**src/rtl/mips_pkg.sv**
```systemverilog
// Shared MIPS definitions: NOP encoding, primary opcodes and the fetch-stage state type.
package mips_pkg;

  localparam logic [31:0] NOP_WORD = 32'h0000_0000;  // sll $0,$0,0

  localparam logic [5:0] OPC_RTYPE = 6'h00;
  localparam logic [5:0] OPC_LW    = 6'h23;
  localparam logic [5:0] OPC_SW    = 6'h2B;
  localparam logic [5:0] OPC_BEQ   = 6'h04;
  localparam logic [5:0] OPC_ADDI  = 6'h08;

  typedef enum logic [1:0] {
    S_START,
    S_FETCH,
    S_HOLD
  } ifetch_state_e;

endpackage

```
**src/rtl/pc_reg.sv**
```systemverilog
// Program counter: synchronous reset, redirect mux with word alignment, +4 increment on load.
module pc_reg #(
  parameter logic [31:0] ResetPc = 32'h0000_0000
) (
  input  logic        clk_i,
  input  logic        rst_i,
  input  logic        load_i,
  input  logic        redirect_i,
  input  logic [31:0] target_i,
  output logic [31:0] pc_o,
  output logic [31:0] pc_plus4_o
);

  logic [31:0] pc_q, pc_d;

  assign pc_o       = pc_q;
  assign pc_plus4_o = pc_q + 32'd4;

  // Redirect outranks sequential advance.
  always_comb begin
    pc_d = pc_q;
    if (redirect_i) begin
      pc_d = target_i & 32'hFFFF_FFFC;
    end else if (load_i) begin
      pc_d = pc_plus4_o;
    end
  end

  always_ff @(posedge clk_i) begin
    if (rst_i) begin
      pc_q <= ResetPc;
    end else begin
      pc_q <= pc_d;
    end
  end

endmodule

```
**src/rtl/ifetch_stage.sv**
```systemverilog
// Instruction fetch stage with IF/ID register, stall skid buffer and branch redirect.
// Define IFETCH_DELAY_SLOT_EN to deliver the in-flight word as a branch delay slot.
module ifetch_stage import mips_pkg::*; #(
  parameter logic [31:0] RESET_PC = 32'h0000_0000,
  parameter logic [31:0] NOP_WORD = mips_pkg::NOP_WORD
) (
  input  logic        clk,
  input  logic        rst,
  output logic        imem_req,
  output logic [31:0] imem_addr,
  input  logic        imem_ack,
  input  logic [31:0] imem_rdata,
  input  logic        stall,
  input  logic        branch_taken,
  input  logic [31:0] branch_target,
  output logic [31:0] ifid_instr,
  output logic [31:0] ifid_pc4,
  output logic        ifid_valid,
  output logic [5:0]  opcode
);

`ifdef IFETCH_DELAY_SLOT_EN
  localparam bit KeepSlot = 1'b1;
`else
  localparam bit KeepSlot = 1'b0;
`endif

  ifetch_state_e state_q, state_d;

  logic [31:0] pc, pc_plus4;
  logic        pc_load;

  logic [31:0] ifid_instr_q, ifid_instr_d;
  logic [31:0] ifid_pc4_q, ifid_pc4_d;
  logic        ifid_valid_q, ifid_valid_d;
  logic        redirect_pend_q, redirect_pend_d;
  logic [31:0] req_addr_q, req_addr_d;
  logic [31:0] req_pc4_q, req_pc4_d;
  logic [31:0] skid_q, skid_d;
  logic [31:0] skid_pc4_q, skid_pc4_d;
  logic        skid_adv_q, skid_adv_d;

  logic        slot_ack;
  logic [31:0] fetch_pc4;

  pc_reg #(
    .ResetPc(RESET_PC)
  ) u_pc_reg (
    .clk_i     (clk),
    .rst_i     (rst),
    .load_i    (pc_load),
    .redirect_i(branch_taken),
    .target_i  (branch_target),
    .pc_o      (pc),
    .pc_plus4_o(pc_plus4)
  );

  // An ack is the redirect's slot word when the branch arrives with it or is already pending.
  assign slot_ack  = (state_q == S_FETCH) && imem_ack && (branch_taken || redirect_pend_q);
  assign fetch_pc4 = redirect_pend_q ? req_pc4_q : pc_plus4;

  always_ff @(posedge clk) begin
    if (rst) begin
      state_q <= S_START;
    end else begin
      state_q <= state_d;
    end
  end

  always_comb begin
    state_d = state_q;
    unique case (state_q)
      S_START: state_d = S_FETCH;
      S_FETCH: begin
        if (imem_ack && stall && !branch_taken && (!redirect_pend_q || KeepSlot)) begin
          state_d = S_HOLD;
        end
      end
      S_HOLD: begin
        if (branch_taken || !stall) begin
          state_d = S_FETCH;
        end
      end
      default: state_d = S_START;
    endcase
  end

  // Request address is frozen at the old PC while a redirect waits for its ack.
  always_comb begin
    imem_req  = (state_q == S_FETCH) && !rst;
    imem_addr = redirect_pend_q ? req_addr_q : pc;
  end

  always_comb begin
    ifid_instr_d    = ifid_instr_q;
    ifid_pc4_d      = ifid_pc4_q;
    ifid_valid_d    = ifid_valid_q;
    redirect_pend_d = redirect_pend_q;
    req_addr_d      = req_addr_q;
    req_pc4_d       = req_pc4_q;
    skid_d          = skid_q;
    skid_pc4_d      = skid_pc4_q;
    skid_adv_d      = skid_adv_q;
    pc_load         = 1'b0;
    unique case (state_q)
      S_START: begin
        if (branch_taken) begin
          ifid_instr_d = NOP_WORD;
          ifid_valid_d = 1'b0;
        end
      end
      S_FETCH: begin
        if (slot_ack) begin
          redirect_pend_d = 1'b0;
          if (KeepSlot && stall && !branch_taken) begin
            skid_d     = imem_rdata;
            skid_pc4_d = fetch_pc4;
            skid_adv_d = 1'b0;
          end else if (KeepSlot) begin
            ifid_instr_d = imem_rdata;
            ifid_pc4_d   = fetch_pc4;
            ifid_valid_d = 1'b1;
          end else if (!stall || branch_taken) begin
            ifid_instr_d = NOP_WORD;
            ifid_valid_d = 1'b0;
          end
        end else if (imem_ack && stall) begin
          skid_d     = imem_rdata;
          skid_pc4_d = pc_plus4;
          skid_adv_d = 1'b1;
        end else if (imem_ack) begin
          ifid_instr_d = imem_rdata;
          ifid_pc4_d   = pc_plus4;
          ifid_valid_d = 1'b1;
          pc_load      = 1'b1;
        end else if (branch_taken) begin
          ifid_instr_d = NOP_WORD;
          ifid_valid_d = 1'b0;
          if (!redirect_pend_q) begin
            redirect_pend_d = 1'b1;
            req_addr_d      = pc;
            req_pc4_d       = pc_plus4;
          end
        end else if (!stall) begin
          ifid_instr_d = NOP_WORD;
          ifid_valid_d = 1'b0;
        end
      end
      S_HOLD: begin
        if (branch_taken && !KeepSlot) begin
          ifid_instr_d = NOP_WORD;
          ifid_valid_d = 1'b0;
        end else if (branch_taken || !stall) begin
          ifid_instr_d = skid_q;
          ifid_pc4_d   = skid_pc4_q;
          ifid_valid_d = 1'b1;
          pc_load      = skid_adv_q && !branch_taken;
        end
      end
      default: ;
    endcase
  end

  always_ff @(posedge clk) begin
    if (rst) begin
      ifid_instr_q    <= NOP_WORD;
      ifid_pc4_q      <= 32'h0;
      ifid_valid_q    <= 1'b0;
      redirect_pend_q <= 1'b0;
      req_addr_q      <= 32'h0;
      req_pc4_q       <= 32'h0;
      skid_q          <= NOP_WORD;
      skid_pc4_q      <= 32'h0;
      skid_adv_q      <= 1'b0;
    end else begin
      ifid_instr_q    <= ifid_instr_d;
      ifid_pc4_q      <= ifid_pc4_d;
      ifid_valid_q    <= ifid_valid_d;
      redirect_pend_q <= redirect_pend_d;
      req_addr_q      <= req_addr_d;
      req_pc4_q       <= req_pc4_d;
      skid_q          <= skid_d;
      skid_pc4_q      <= skid_pc4_d;
      skid_adv_q      <= skid_adv_d;
    end
  end

  assign ifid_instr = ifid_instr_q;
  assign ifid_pc4   = ifid_pc4_q;
  assign ifid_valid = ifid_valid_q;
  assign opcode     = ifid_instr_q[31:26];

endmodule

```
**config.mk**
```make
export PLATFORM = sky130hd
export DESIGN_NAME = ifetch_stage
export DESIGN_NICKNAME = d
export VERILOG_FILES = /design/src/rtl/mips_pkg.sv /design/src/rtl/pc_reg.sv /design/src/rtl/ifetch_stage.sv
export SDC_FILE = /design/constraint.sdc
export NUM_CORES = 1
export LEC_CHECK = 0
export ABC_AREA = 1
export BUFFER_PORTS_ARGS = -buffer_cell sky130_fd_sc_hd__buf_2
export CORE_ASPECT_RATIO = 1.2
export CORE_MARGIN = 2
export CORE_UTILIZATION = 45
export CTS_BUF_LIST = sky130_fd_sc_hd__clkbuf_8
export CTS_CLUSTER_DIAMETER = 40
export DETAILED_ROUTE_END_ITERATION = 7
export PLACE_DENSITY_LB_ADDON = 0.3
export SETUP_SLACK_MARGIN = 0.2
export SLEW_MARGIN = 30
export SYNTH_ARGS = -nofsm -noshare
export SYNTH_HDL_FRONTEND = slang
export SYNTH_SLANG_ARGS = --single-unit
export TNS_END_PERCENT = 10
```
**constraint.sdc**
```tcl
create_clock -name clk -period 2.45 [get_ports clk]
set_input_delay 0.1225 -clock clk [delete_from_list [all_inputs] [get_ports clk]]
set_output_delay 0.1225 -clock clk [all_outputs]
set_load 0.01 [all_outputs]
```
==> run metrics <==
Port Buf Inserts=168; post-CTS setup buffers=0; clk slew on worst S/H paths=0.10 ns; final non-filler cell total=1838; chip height=162 microns; fin. max-slew vios=0; WL/cell=15.4 microns; # H-tree levels=4; Worst Hold Class=in -> reg; Die Wd=136 microns; mapped cell area=9360 sq um; final worst path period need=2.15 ns; clock share of power=25.8%; vias in the first global route=8997; post-route setup TNS=0 ns; Worst Tran Pin Value=0.682 ns; area of the multi-input gates=4670 sq um; Reg area=3820 sq um; Combinational Power Share=31.7%; clk_lat worst skew=0.50 ns; status=complete, no violations; Post-DRT Antenna Nets=0; die area=22000 sq um; Util after Layout=55.6%; GR Overflow Total=0; final setup fails=0; final hold vios=0; Synth warnings=0; Post-synth EDFFs=0; endpoint type of the worst setup path=output pin; MaxCap Viol Count=0; initial antenna violation count=1; First-pass DRT Iterations=5; async set-reset flop share out of synthesis=0%; mean post-synth cell area=6.73 sq um; sequential power share=42.5%; final worst-path cycle share=87.9%; Initial DRC Count=764; fill count=2017; largest net degree at the start of global routing=118; dpl cells=1745; Max FO, Critical Path=56; Arr. time, crit path=2.03 ns; worst-case headroom to the max-slew limit=54.5%; CP Class=reg -> out; PD cells=753 nW/um^2; Worst EP required=2.33 ns; most frequent cells in the layout=nand2_1 (399), a21oi_1 (206), dfxtp_1 (191), buf_2 (167), nand3_1 (130); fmax=0.464 GHz; Global Route Usage Sum=25.4%; Switching Share=39.9%; Clock Sinks=191; Num CTS Buffers=17; dpl cell area=10300 sq um; Ant. Diodes=0; Ports=173; Area growth syn-to-layout=20.8%; Final Total Pwr=8.52 mW; RSZ-0062 raised after global routing=yes; most common cell after layout, fill and taps aside=nand2_1; peak supply drop=527 uV; vias per std cell=5.35; post-route cell area=11300 sq um; RePlAce Congestion=0.918; TritonCTS clock tree=done; clock buffer depth=2; layout cell share with drive strength beyond 1=15.4%; WL final=28300 microns; dpl hpwl=18000 microns; sequential area share after synthesis=40.8%; skew final=0.0208 ns; Yosys cell types=33; via count=9834; Initial Util=46.1%; Critical Path Source Type=register; core area=20300 sq um; nets@finish=1636; leak pwr=4.77 nW; Main synth FF type=dfxtp_1; number of remaining DRC errors=0; Cell Rows=57; Int Pwr=5.12 mW; first-pass GRT wire length=44700 microns; Switch Pwr=3.40 mW; register bit total from synthesis=191; CTS root buffer=clkbuf_8; Synth Instances=1391
==> layer usage <==
| metal | vias up | global-route usage (%) | wire length, microns |
|---|---|---|---|
| met1 | 4520 | 29.8 | 11200 |
| met2 | 354 | 45.2 | 14500 |
| met3 | 56 | 4.37 | 1520 |
| met4 | 2 | 11.2 | 986 |
| met5 | - | 0 | 11 |
| li1 | 4902 | - | - |
==> power groups by stage <==
stage               clock (mW)  sequential [mW]  combinational (mW)
detailed placement           0             3.69                2.63
finish                    2.20             3.62                2.70
floorplan                    0             3.76                1.66
CTS                       2.24             3.62                2.71
global placement             0             3.68                2.60
global route              2.37             3.66                2.97
==> sequential cells by signal, indices dropped and copies added (netlist names) <==
name and count:
ifid_pc4 30, skid_adv_q 1, redirect_pend_q 1, u_pc_reg.pc_o 30, skid_pc4_q 30, req_addr_q 32, skid_q 32, ifid_valid 1
state_q 2, ifid_instr 32
==> critical path: stages (launching register included) <==
cell     delay (ns)
dfxtp_1        0.45
buf_6          0.36
inv_1          0.21
o21ai_0        0.32
buf_2          0.19
==> final timing paths <==
check	startpoint	to	slack [ns]	cells past startpoint
worst min-delay path	imem_ack	redirect_pend_q	0.06	4
worst max-delay path	redirect_pend_q	imem_addr[6]	0.30	4
worst max register to register	state_q[1]	u_pc_reg.pc_o[20]	0.34	11
worst min register to register	req_addr_q[8]	req_addr_q[8]	0.45	2
==> timing repair <==
action	CTS	global route
gates resized for setup	1	1
hold endpoints to repair	61	0
pin swaps	0	0
setup endpoints to repair	2	40
gates cloned	0	0
hold buffers	61	0
==> cell usage after synthesis, types with 3 or more instances <==
cell	number	share of area (%)
a21o_1	6	0.48
a21oi_1	206	11
a31oi_1	7	0.47
buf_1	8	0.32
buf_2	34	1.8
buf_4	14	1.1
clkbuf_1	51	2.0
dfxtp_1	191	41
ha_1	7	0.94
inv_1	100	4.0
nand2_1	399	16
nand3_1	130	6.9
nand4_1	33	2.2
nor2_1	57	2.3
nor2_2	3	0.20
o21a_1	6	0.48
o21ai_0	100	5.3
o21bai_1	13	1.0
xnor2_1	3	0.28
xor2_1	6	0.56
==> cells by family (layout without fill, tap and decap cells) <==
logic type	after synthesis	in the layout	share of synthesized area, %
AND/OR/NAND/NOR	631	631	28.6
AO/OA/AOI/OAI	342	342	19.3
buffers and inverters	210	391	9.43
flip-flops	191	191	40.8
XOR/XNOR	9	9	0.842
adder cells (fa/ha/maj)	7	7	0.935
other	1	2	0.0400
==> through the flow <==
| stage | hold slack, ns | setup WS, ns |
|---|---|---|
| 6_report | 0.0581 | 0.297 |
| 5_1_grt | 0.0719 | 0.157 |
| 4_1_cts | 0.0291 | 0.273 |
| 3_5_place_dp | 0.392 | 0.289 |
| 3_3_place_gp | 0.384 | 0.309 |
| 2_1_floorplan | 0.266 | 0.720 |
==> cell type report <==
| type | count | area share [%] |
|---|---|---|
| Inverter | 103 | 3.42 |
| Multi-Input combinational cell | 991 | 41.3 |
| Sequential cell | 191 | 33.8 |
| Clock buffer | 17 | 2.07 |
| Clock inverter | 15 | 1.68 |
| Timing Repair Buffer | 256 | 14.8 |
| Tap cell | 265 | 2.93 |
Note: power is estimated with default switching activity, not from simulation.
